<file path="src/rtl/pc_fetch_unit_pkg.sv">
// Shared widths, reset PC, FSM encoding and queue entry layout for the fetch unit.
// No logic; the state enum, entry struct and constants are imported by every fetch file.
package pc_fetch_unit_pkg;

  localparam int          XLEN             = 32;
  localparam int unsigned QDEPTH           = 2;
  localparam int          CNT_W            = 2;
  localparam logic [31:0] RESET_PC_DEFAULT = 32'h0000_3000;

  typedef enum logic {
    FETCH_S = 1'b0,
    WAIT_S  = 1'b1
  } fetch_state_t;

  typedef struct packed {
    logic [XLEN-1:0] pc;
    logic [XLEN-1:0] instr;
  } fetch_entry_t;

endpackage

</file>
<file path="src/rtl/pc_fetch_unit_if.sv">
// Bundle of redirect, instruction-memory and decode-side signals of the fetch unit.
// Master is the fetch unit; slave is the memory/decode/next-PC environment.
interface pc_fetch_unit_if;
  import pc_fetch_unit_pkg::*;

  logic            redirect_valid;
  logic [XLEN-1:0] redirect_pc;
  logic            imem_req;
  logic [XLEN-1:0] imem_addr;
  logic            imem_gnt;
  logic            imem_rvalid;
  logic [XLEN-1:0] imem_rdata;
  logic            if_valid;
  logic            if_ready;
  logic [XLEN-1:0] if_pc;
  logic [XLEN-1:0] if_instr;
  logic            fetch_busy;

  modport master (
    input  redirect_valid, redirect_pc, imem_gnt, imem_rvalid, imem_rdata, if_ready,
    output imem_req, imem_addr, if_valid, if_pc, if_instr, fetch_busy
  );

  modport slave (
    output redirect_valid, redirect_pc, imem_gnt, imem_rvalid, imem_rdata, if_ready,
    input  imem_req, imem_addr, if_valid, if_pc, if_instr, fetch_busy
  );

endinterface

</file>
<file path="src/rtl/pc_fetch_unit_fetch_queue.sv">
// Two-entry {pc,instr} FIFO with flush; the head is always entry 0 so outputs come from flops.
// Push-to-head latency 1 cycle; caller must never push when full, pop is ignored when empty.
module fetch_queue
  import pc_fetch_unit_pkg::*;
(
  input  logic             clk,
  input  logic             rstn,
  input  logic             push_vld,
  input  fetch_entry_t     push_dat,
  input  logic             pop_vld,
  input  logic             flush_vld,
  output logic [CNT_W-1:0] count,
  output fetch_entry_t     head_dat
);

  fetch_entry_t     e0_q, e0_d;
  fetch_entry_t     e1_q, e1_d;
  logic [CNT_W-1:0] cnt_q, cnt_d;
  logic [CNT_W-1:0] after_pop;
  logic             do_pop;

  always_comb begin
    e0_d      = e0_q;
    e1_d      = e1_q;
    do_pop    = pop_vld && (cnt_q != '0);
    after_pop = cnt_q - {{(CNT_W-1){1'b0}}, do_pop};
    if (do_pop && cnt_q == CNT_W'(QDEPTH)) begin
      e0_d = e1_q;
    end
    // The write slot is chosen after the pop so push+pop on one entry lands in the head.
    if (push_vld) begin
      if (after_pop == '0) e0_d = push_dat;
      else                 e1_d = push_dat;
    end
    cnt_d = after_pop + {{(CNT_W-1){1'b0}}, push_vld};
    if (flush_vld) begin
      cnt_d = '0;
    end
  end

  always_ff @(posedge clk or negedge rstn) begin
    if (!rstn) begin
      e0_q  <= '0;
      e1_q  <= '0;
      cnt_q <= '0;
    end else begin
      e0_q  <= e0_d;
      e1_q  <= e1_d;
      cnt_q <= cnt_d;
    end
  end

  assign count    = cnt_q;
  assign head_dat = e0_q;

endmodule

</file>
<file path="src/rtl/pc_fetch_unit.sv">
// Fetch PC register, one-outstanding imem FSM with redirect/discard, feeding a 2-entry queue.
// Best case one instruction per 2 cycles; requests stop while queue plus in-flight fill 2 slots.
module pc_fetch_unit
  import pc_fetch_unit_pkg::*;
#(
  parameter logic [XLEN-1:0] RESET_PC = RESET_PC_DEFAULT
) (
  input  logic             clk,
  input  logic             rstn,
  pc_fetch_unit_if.master  bus
);

  fetch_state_t     state_q, state_d;
  logic [XLEN-1:0]  fetch_pc_q, fetch_pc_d;
  logic [XLEN-1:0]  req_pc_q, req_pc_d;
  logic             discard_q, discard_d;
  logic             run_q, run_d;

  logic             space;
  logic             req;
  logic             grant;
  logic             push_vld;
  logic             flush_vld;
  logic             pop_vld;
  logic [CNT_W-1:0] q_count;
  fetch_entry_t     head_dat;
  fetch_entry_t     push_dat;
  logic             unused_redirect_lsb;

  assign unused_redirect_lsb = ^bus.redirect_pc[1:0];

  // run_q keeps imem_req low during reset while staying a pure function of flops.
  assign space = ({1'b0, q_count} + {{CNT_W{1'b0}}, state_q == WAIT_S}) < (CNT_W+1)'(QDEPTH);
  assign req   = run_q && (state_q == FETCH_S) && space;
  assign grant = req && bus.imem_gnt;

  always_comb begin
    state_d    = state_q;
    fetch_pc_d = fetch_pc_q;
    req_pc_d   = req_pc_q;
    discard_d  = discard_q;
    run_d      = 1'b1;
    push_vld   = 1'b0;
    flush_vld  = 1'b0;
    case (state_q)
      FETCH_S: begin
        if (grant) begin
          req_pc_d   = fetch_pc_q;
          fetch_pc_d = fetch_pc_q + 32'd4;
          state_d    = WAIT_S;
        end
      end
      WAIT_S: begin
        if (bus.imem_rvalid) begin
          state_d = FETCH_S;
          if (discard_q) discard_d = 1'b0;
          else           push_vld  = 1'b1;
        end
      end
      default: begin
        state_d   = FETCH_S;
        discard_d = 1'b0;
      end
    endcase
    // Redirect overrides the increment and any push; an in-flight response gets dropped.
    if (bus.redirect_valid) begin
      flush_vld  = 1'b1;
      push_vld   = 1'b0;
      fetch_pc_d = {bus.redirect_pc[XLEN-1:2], 2'b00};
      if (state_q == FETCH_S && grant) discard_d = 1'b1;
      else if (state_q == WAIT_S)      discard_d = !bus.imem_rvalid;
    end
  end

  always_ff @(posedge clk or negedge rstn) begin
    if (!rstn) begin
      state_q    <= FETCH_S;
      fetch_pc_q <= RESET_PC;
      req_pc_q   <= '0;
      discard_q  <= 1'b0;
      run_q      <= 1'b0;
    end else begin
      state_q    <= state_d;
      fetch_pc_q <= fetch_pc_d;
      req_pc_q   <= req_pc_d;
      discard_q  <= discard_d;
      run_q      <= run_d;
    end
  end

  assign push_dat = '{pc: req_pc_q, instr: bus.imem_rdata};
  assign pop_vld  = bus.if_valid && bus.if_ready;

  fetch_queue u_queue (
    .clk       (clk),
    .rstn      (rstn),
    .push_vld  (push_vld),
    .push_dat  (push_dat),
    .pop_vld   (pop_vld),
    .flush_vld (flush_vld),
    .count     (q_count),
    .head_dat  (head_dat)
  );

  assign bus.imem_req   = req;
  assign bus.imem_addr  = fetch_pc_q;
  assign bus.if_valid   = (q_count != '0);
  assign bus.if_pc      = head_dat.pc;
  assign bus.if_instr   = head_dat.instr;
  assign bus.fetch_busy = (state_q == WAIT_S);

endmodule

</file>
<file path="src/flat_wrapper.sv">
// flat-port wrapper written by rule: the top's interface ports become plain ports
module pc_fetch_unit_flat import pc_fetch_unit_pkg::*;
#(
  parameter logic [XLEN-1:0] RESET_PC = RESET_PC_DEFAULT
)
  (clk, rstn, bus_redirect_valid, bus_redirect_pc, bus_imem_gnt, bus_imem_rvalid, bus_imem_rdata, bus_if_ready, bus_imem_req, bus_imem_addr, bus_if_valid, bus_if_pc, bus_if_instr, bus_fetch_busy);
  pc_fetch_unit_if bus_i ();
  input  logic clk;
  input  logic rstn;
  input wire logic [$bits(bus_i.redirect_valid)-1:0] bus_redirect_valid;
  input wire logic [$bits(bus_i.redirect_pc)-1:0] bus_redirect_pc;
  input wire logic [$bits(bus_i.imem_gnt)-1:0] bus_imem_gnt;
  input wire logic [$bits(bus_i.imem_rvalid)-1:0] bus_imem_rvalid;
  input wire logic [$bits(bus_i.imem_rdata)-1:0] bus_imem_rdata;
  input wire logic [$bits(bus_i.if_ready)-1:0] bus_if_ready;
  output wire logic [$bits(bus_i.imem_req)-1:0] bus_imem_req;
  output wire logic [$bits(bus_i.imem_addr)-1:0] bus_imem_addr;
  output wire logic [$bits(bus_i.if_valid)-1:0] bus_if_valid;
  output wire logic [$bits(bus_i.if_pc)-1:0] bus_if_pc;
  output wire logic [$bits(bus_i.if_instr)-1:0] bus_if_instr;
  output wire logic [$bits(bus_i.fetch_busy)-1:0] bus_fetch_busy;
  assign bus_i.redirect_valid = bus_redirect_valid;
  assign bus_i.redirect_pc = bus_redirect_pc;
  assign bus_i.imem_gnt = bus_imem_gnt;
  assign bus_i.imem_rvalid = bus_imem_rvalid;
  assign bus_i.imem_rdata = bus_imem_rdata;
  assign bus_i.if_ready = bus_if_ready;
  assign bus_imem_req = bus_i.imem_req;
  assign bus_imem_addr = bus_i.imem_addr;
  assign bus_if_valid = bus_i.if_valid;
  assign bus_if_pc = bus_i.if_pc;
  assign bus_if_instr = bus_i.if_instr;
  assign bus_fetch_busy = bus_i.fetch_busy;
  pc_fetch_unit #(.RESET_PC(RESET_PC)) u_core (.clk(clk), .rstn(rstn), .bus(bus_i));
endmodule
</file>
<file path="config.mk">
export PLATFORM = sky130hd
export DESIGN_NAME = pc_fetch_unit_flat
export DESIGN_NICKNAME = d
export VERILOG_FILES = /design/src/rtl/pc_fetch_unit_pkg.sv /design/src/rtl/pc_fetch_unit_if.sv /design/src/rtl/pc_fetch_unit_fetch_queue.sv /design/src/rtl/pc_fetch_unit.sv /design/src/flat_wrapper.sv
export SDC_FILE = /design/constraint.sdc
export NUM_CORES = 1
export LEC_CHECK = 0
export CAP_MARGIN = 20
export CORE_ASPECT_RATIO = 1.2
export CORE_MARGIN = 2
export CORE_UTILIZATION = 52
export DETAILED_ROUTE_END_ITERATION = 12
export PLACE_DENSITY_LB_ADDON = 0.1
export REMOVE_ABC_BUFFERS = 1
export SLEW_MARGIN = 20
export SYNTH_ARGS = -nofsm -noshare
export SYNTH_HDL_FRONTEND = slang
export SYNTH_SLANG_ARGS = --single-unit
</file>
<file path="constraint.sdc">
create_clock -name clk -period 3 [get_ports clk]
set_input_delay 0.6 -clock clk [delete_from_list [all_inputs] [get_ports clk]]
set_output_delay 0.6 -clock clk [all_outputs]
set_load 0.02 [all_outputs]
</file>
==> impl_metrics.toml <==
[logic_synthesis]
syn_area_sq_um = 8310
synth_area_leader_cell = "dfrtp_1"
netlist-cell-type-count = 45
synth_seq_area_share_pct = 57.6
synth_top_area_share_pct = 56.9
yosys-top-cells-count = "dfrtp_1 (189), nand2_1 (131), nor2_1 (71)"
yosysMostFrequentCell = "dfrtp_1"
async_reset_ff_share_pct = 100
synthFlopType = "dfrtp_1"
synth_area_leaders = "dfrtp_1 (57%), mux2_2 (8.4%), mux2i_1 (7.6%)"
synthCells = 750
ys_ff_latch = 191
post_synth.cell_area_avg_sq_um = 11.1
yosys_warnings = 0
synth_edf_count = 0

[die]
rows = 50
die_w_microns = 119
io_pins = 169
die_y_microns = 142
die-area_sq_um = 17000
start_util_pct = 53.1
core_area_sq_um = 15600

[critical_path]
path_class = "flop to primary output"
r2r_end = "u_core.u_queue.head_dat[25]$_DFF_PN0_"
worstSetupStartpointType = "flop"
rr_worst_depth = 9
r2r_slack_ps = 520
crit_arrival_ps = 2080
cp-end-kind = "primary output"
cp.required_ps = 2400
reg2reg_from = "u_core.u_queue.count[1]$_DFF_PN0_"
crit_fanout = 4

[route]
vias_per_cell = 5.35
route.detailed.drc = 0
totalWireLength_microns = 18600
drtAntennaViolNets = 0
num_vias = 6038
first_pass_iters = 7
drt-wirelength-per-cell_microns = 16.4
drtIter0Drc = 458

[power_and_ir_drop]
p_sw_share_pct = 32.8
switching_power_uw = 3310
p_total_uw = 10100
seq_power_share_pct = 42.7
power_frac_comb_pct = 34.5
ir_drop_mv = 0.414
powerDensity_nw_per_um2 = 926
p_clk_share_pct = 22.8
leakage_uw = 0.00534
intPower_uw = 6760

[timing]
fin_hold_ws_ps = 160
skew_ps = 8.67
tightest_slew_ps = 549
fmax_ghz = 0.373
setup_viol = 0
post-route-period-util_pct = 89.3
slew_headroom_pct = 63.4
worst_slack_ps = 322
fin_crit_ps = 2680
rsz0062_at_grt = "false"
final_hold_viol_count = 0
slew_violations = 0

[grt]
track_usage_pct = 22.6
grt_max_degree = 69
antenna_found_initial = 0
first_global_vias = 5984
grt_overflow = 0
grt_pass1_wl_microns = 30300

[cts]
cts_inserted_buffers = 17
cts_root_buf = "clkbuf_16"
ctsResizeCount = 0
insertion_delay_ps = 430
cts_sinks = 191
path_clk_slew_ps = 70
cts_setup_buffers = 0
tritoncts = "done"
ctsHoldBuffers = 0
htreeDepth = 4
cts_buffer_depth = 2

[final_layout]
fillers = 1166
nNetsFinal = 981
antenna_cells = 0
post-route-util_pct = 69.5
final_cells = 1129
syn2layout_area_growth_pct = 30.9
drive_above_1_share_pct = 14.1

[placement]
dp_cells = 1097
dp_hpwl_microns = 12500
post-place-ws_ps = 209
gp_congestion = 0.793
port_buffers = 164

[hold_path]
min_path_type = "input pin to asynchronous set/reset pin"

[job]
maxCapViolations = 0

[run_status]
outcome = "finished, final reports clean"
worst max-delay path by stage:
| stage | start | end | slack [ps] | depth (start not counted) |
|---|---|---|---|---|
| after floorplan | u_core.u_queue.count[1]$_DFF_PN0_ | u_core.u_queue.head_dat[32]$_DFF_PN0_ | -1490 | 6 |
| after global placement | bus_if_ready | u_core.u_queue.e1_q[16]$_DFFE_PN0P_ | 280 | 7 |
| after detailed placement | bus_if_ready | u_core.u_queue.e1_q[60]$_DFFE_PN0P_ | 210 | 6 |
| after CTS | u_core.u_queue.count[1]$_DFF_PN0_ | bus_imem_req | 290 | 3 |
| after global routing | u_core.u_queue.count[1]$_DFF_PN0_ | bus_imem_req | 240 | 3 |
| final | u_core.u_queue.count[1]$_DFF_PN0_ | bus_imem_req | 320 | 3 |
layout by cell type (no fill, tap or decap), drive strengths merged, types with 5 or more instances in the layout:
cell and n:
clkdlybuf4s50 162, nand2 131, xor2 19, clkinv 5
nor2 71, clkbuf 21, o21ai 31, mux2i 63
dfrtp 189, and3 5, mux2 62, xnor2 10
nand4 9, inv 10, nand3 17, buf 18
nor3 5, a21oi 62
sequential cells by signal, indices dropped and copies added (netlist names):
signal	cells
u_core.u_queue.count	2
u_core.u_queue.e1_q	62
u_core.discard_q	1
u_core.req_pc_q	30
u_core.bus.fetch_busy	1
u_core.bus.imem_addr	30
u_core.run_q	1
u_core.u_queue.head_dat	64
worst max-delay path, stage by stage (launching register included):
cell,delay (ps)
dfrtp_1,450
or3b_4,460
inv_1,130
clkdlybuf4s50_1,620
cell type report:
cell class / instances / area [sq um] / area share [%]
Tap cell: 208 / 260 / 2.39
Inverter: 8 / 30.0 / 0.276
Clock buffer: 20 / 447 / 4.11
Multi-Input combinational cell: 509 / 3340 / 30.7
Clock inverter: 12 / 159 / 1.46
Sequential cell: 191 / 4780 / 44.0
Timing Repair Buffer: 181 / 1860 / 17.1
metal layers:
metal	vias up	share of wire [%]	GRT usage, %
met5	-	0	0
met4	0	1.3	7.06
met3	18	5.0	4.49
met2	184	50	37.7
met1	2966	44	30.1
li1	2870	-	-
kinds of logic (layout without fill, tap and decap cells):
group | count (synthesis) | count (layout) | synth area share [%]
AO/OA/AOI/OAI | 97 | 97 | 6.01
multiplexers | 125 | 125 | 16.0
buffers and inverters | 51 | 221 | 2.70
AND/OR/NAND/NOR | 252 | 252 | 14.2
flip-flops | 191 | 191 | 57.6
other | 2 | 3 | 0.0904
adder cells (fa/ha/maj) | 3 | 3 | 0.452
XOR/XNOR | 29 | 29 | 3.06
stage by stage:
step | instance area [sq um] | TNS [ps]
global placement | 10300 | 0
finish | 10900 | 0
detailed placement | 10300 | 0
floorplan | 8120 | -117100
global route | 10900 | 0
CTS | 10900 | 0
power by group through the flow:
stage	registers, uW	clock network [uW]	logic, uW
finish	4300	2300	3470
CTS	4300	2340	3520
detailed placement	4350	0	3490
global placement	4250	0	3380
global route	4440	2460	3740
floorplan	4730	0	1510
Note: power is estimated with default switching activity, not from simulation.
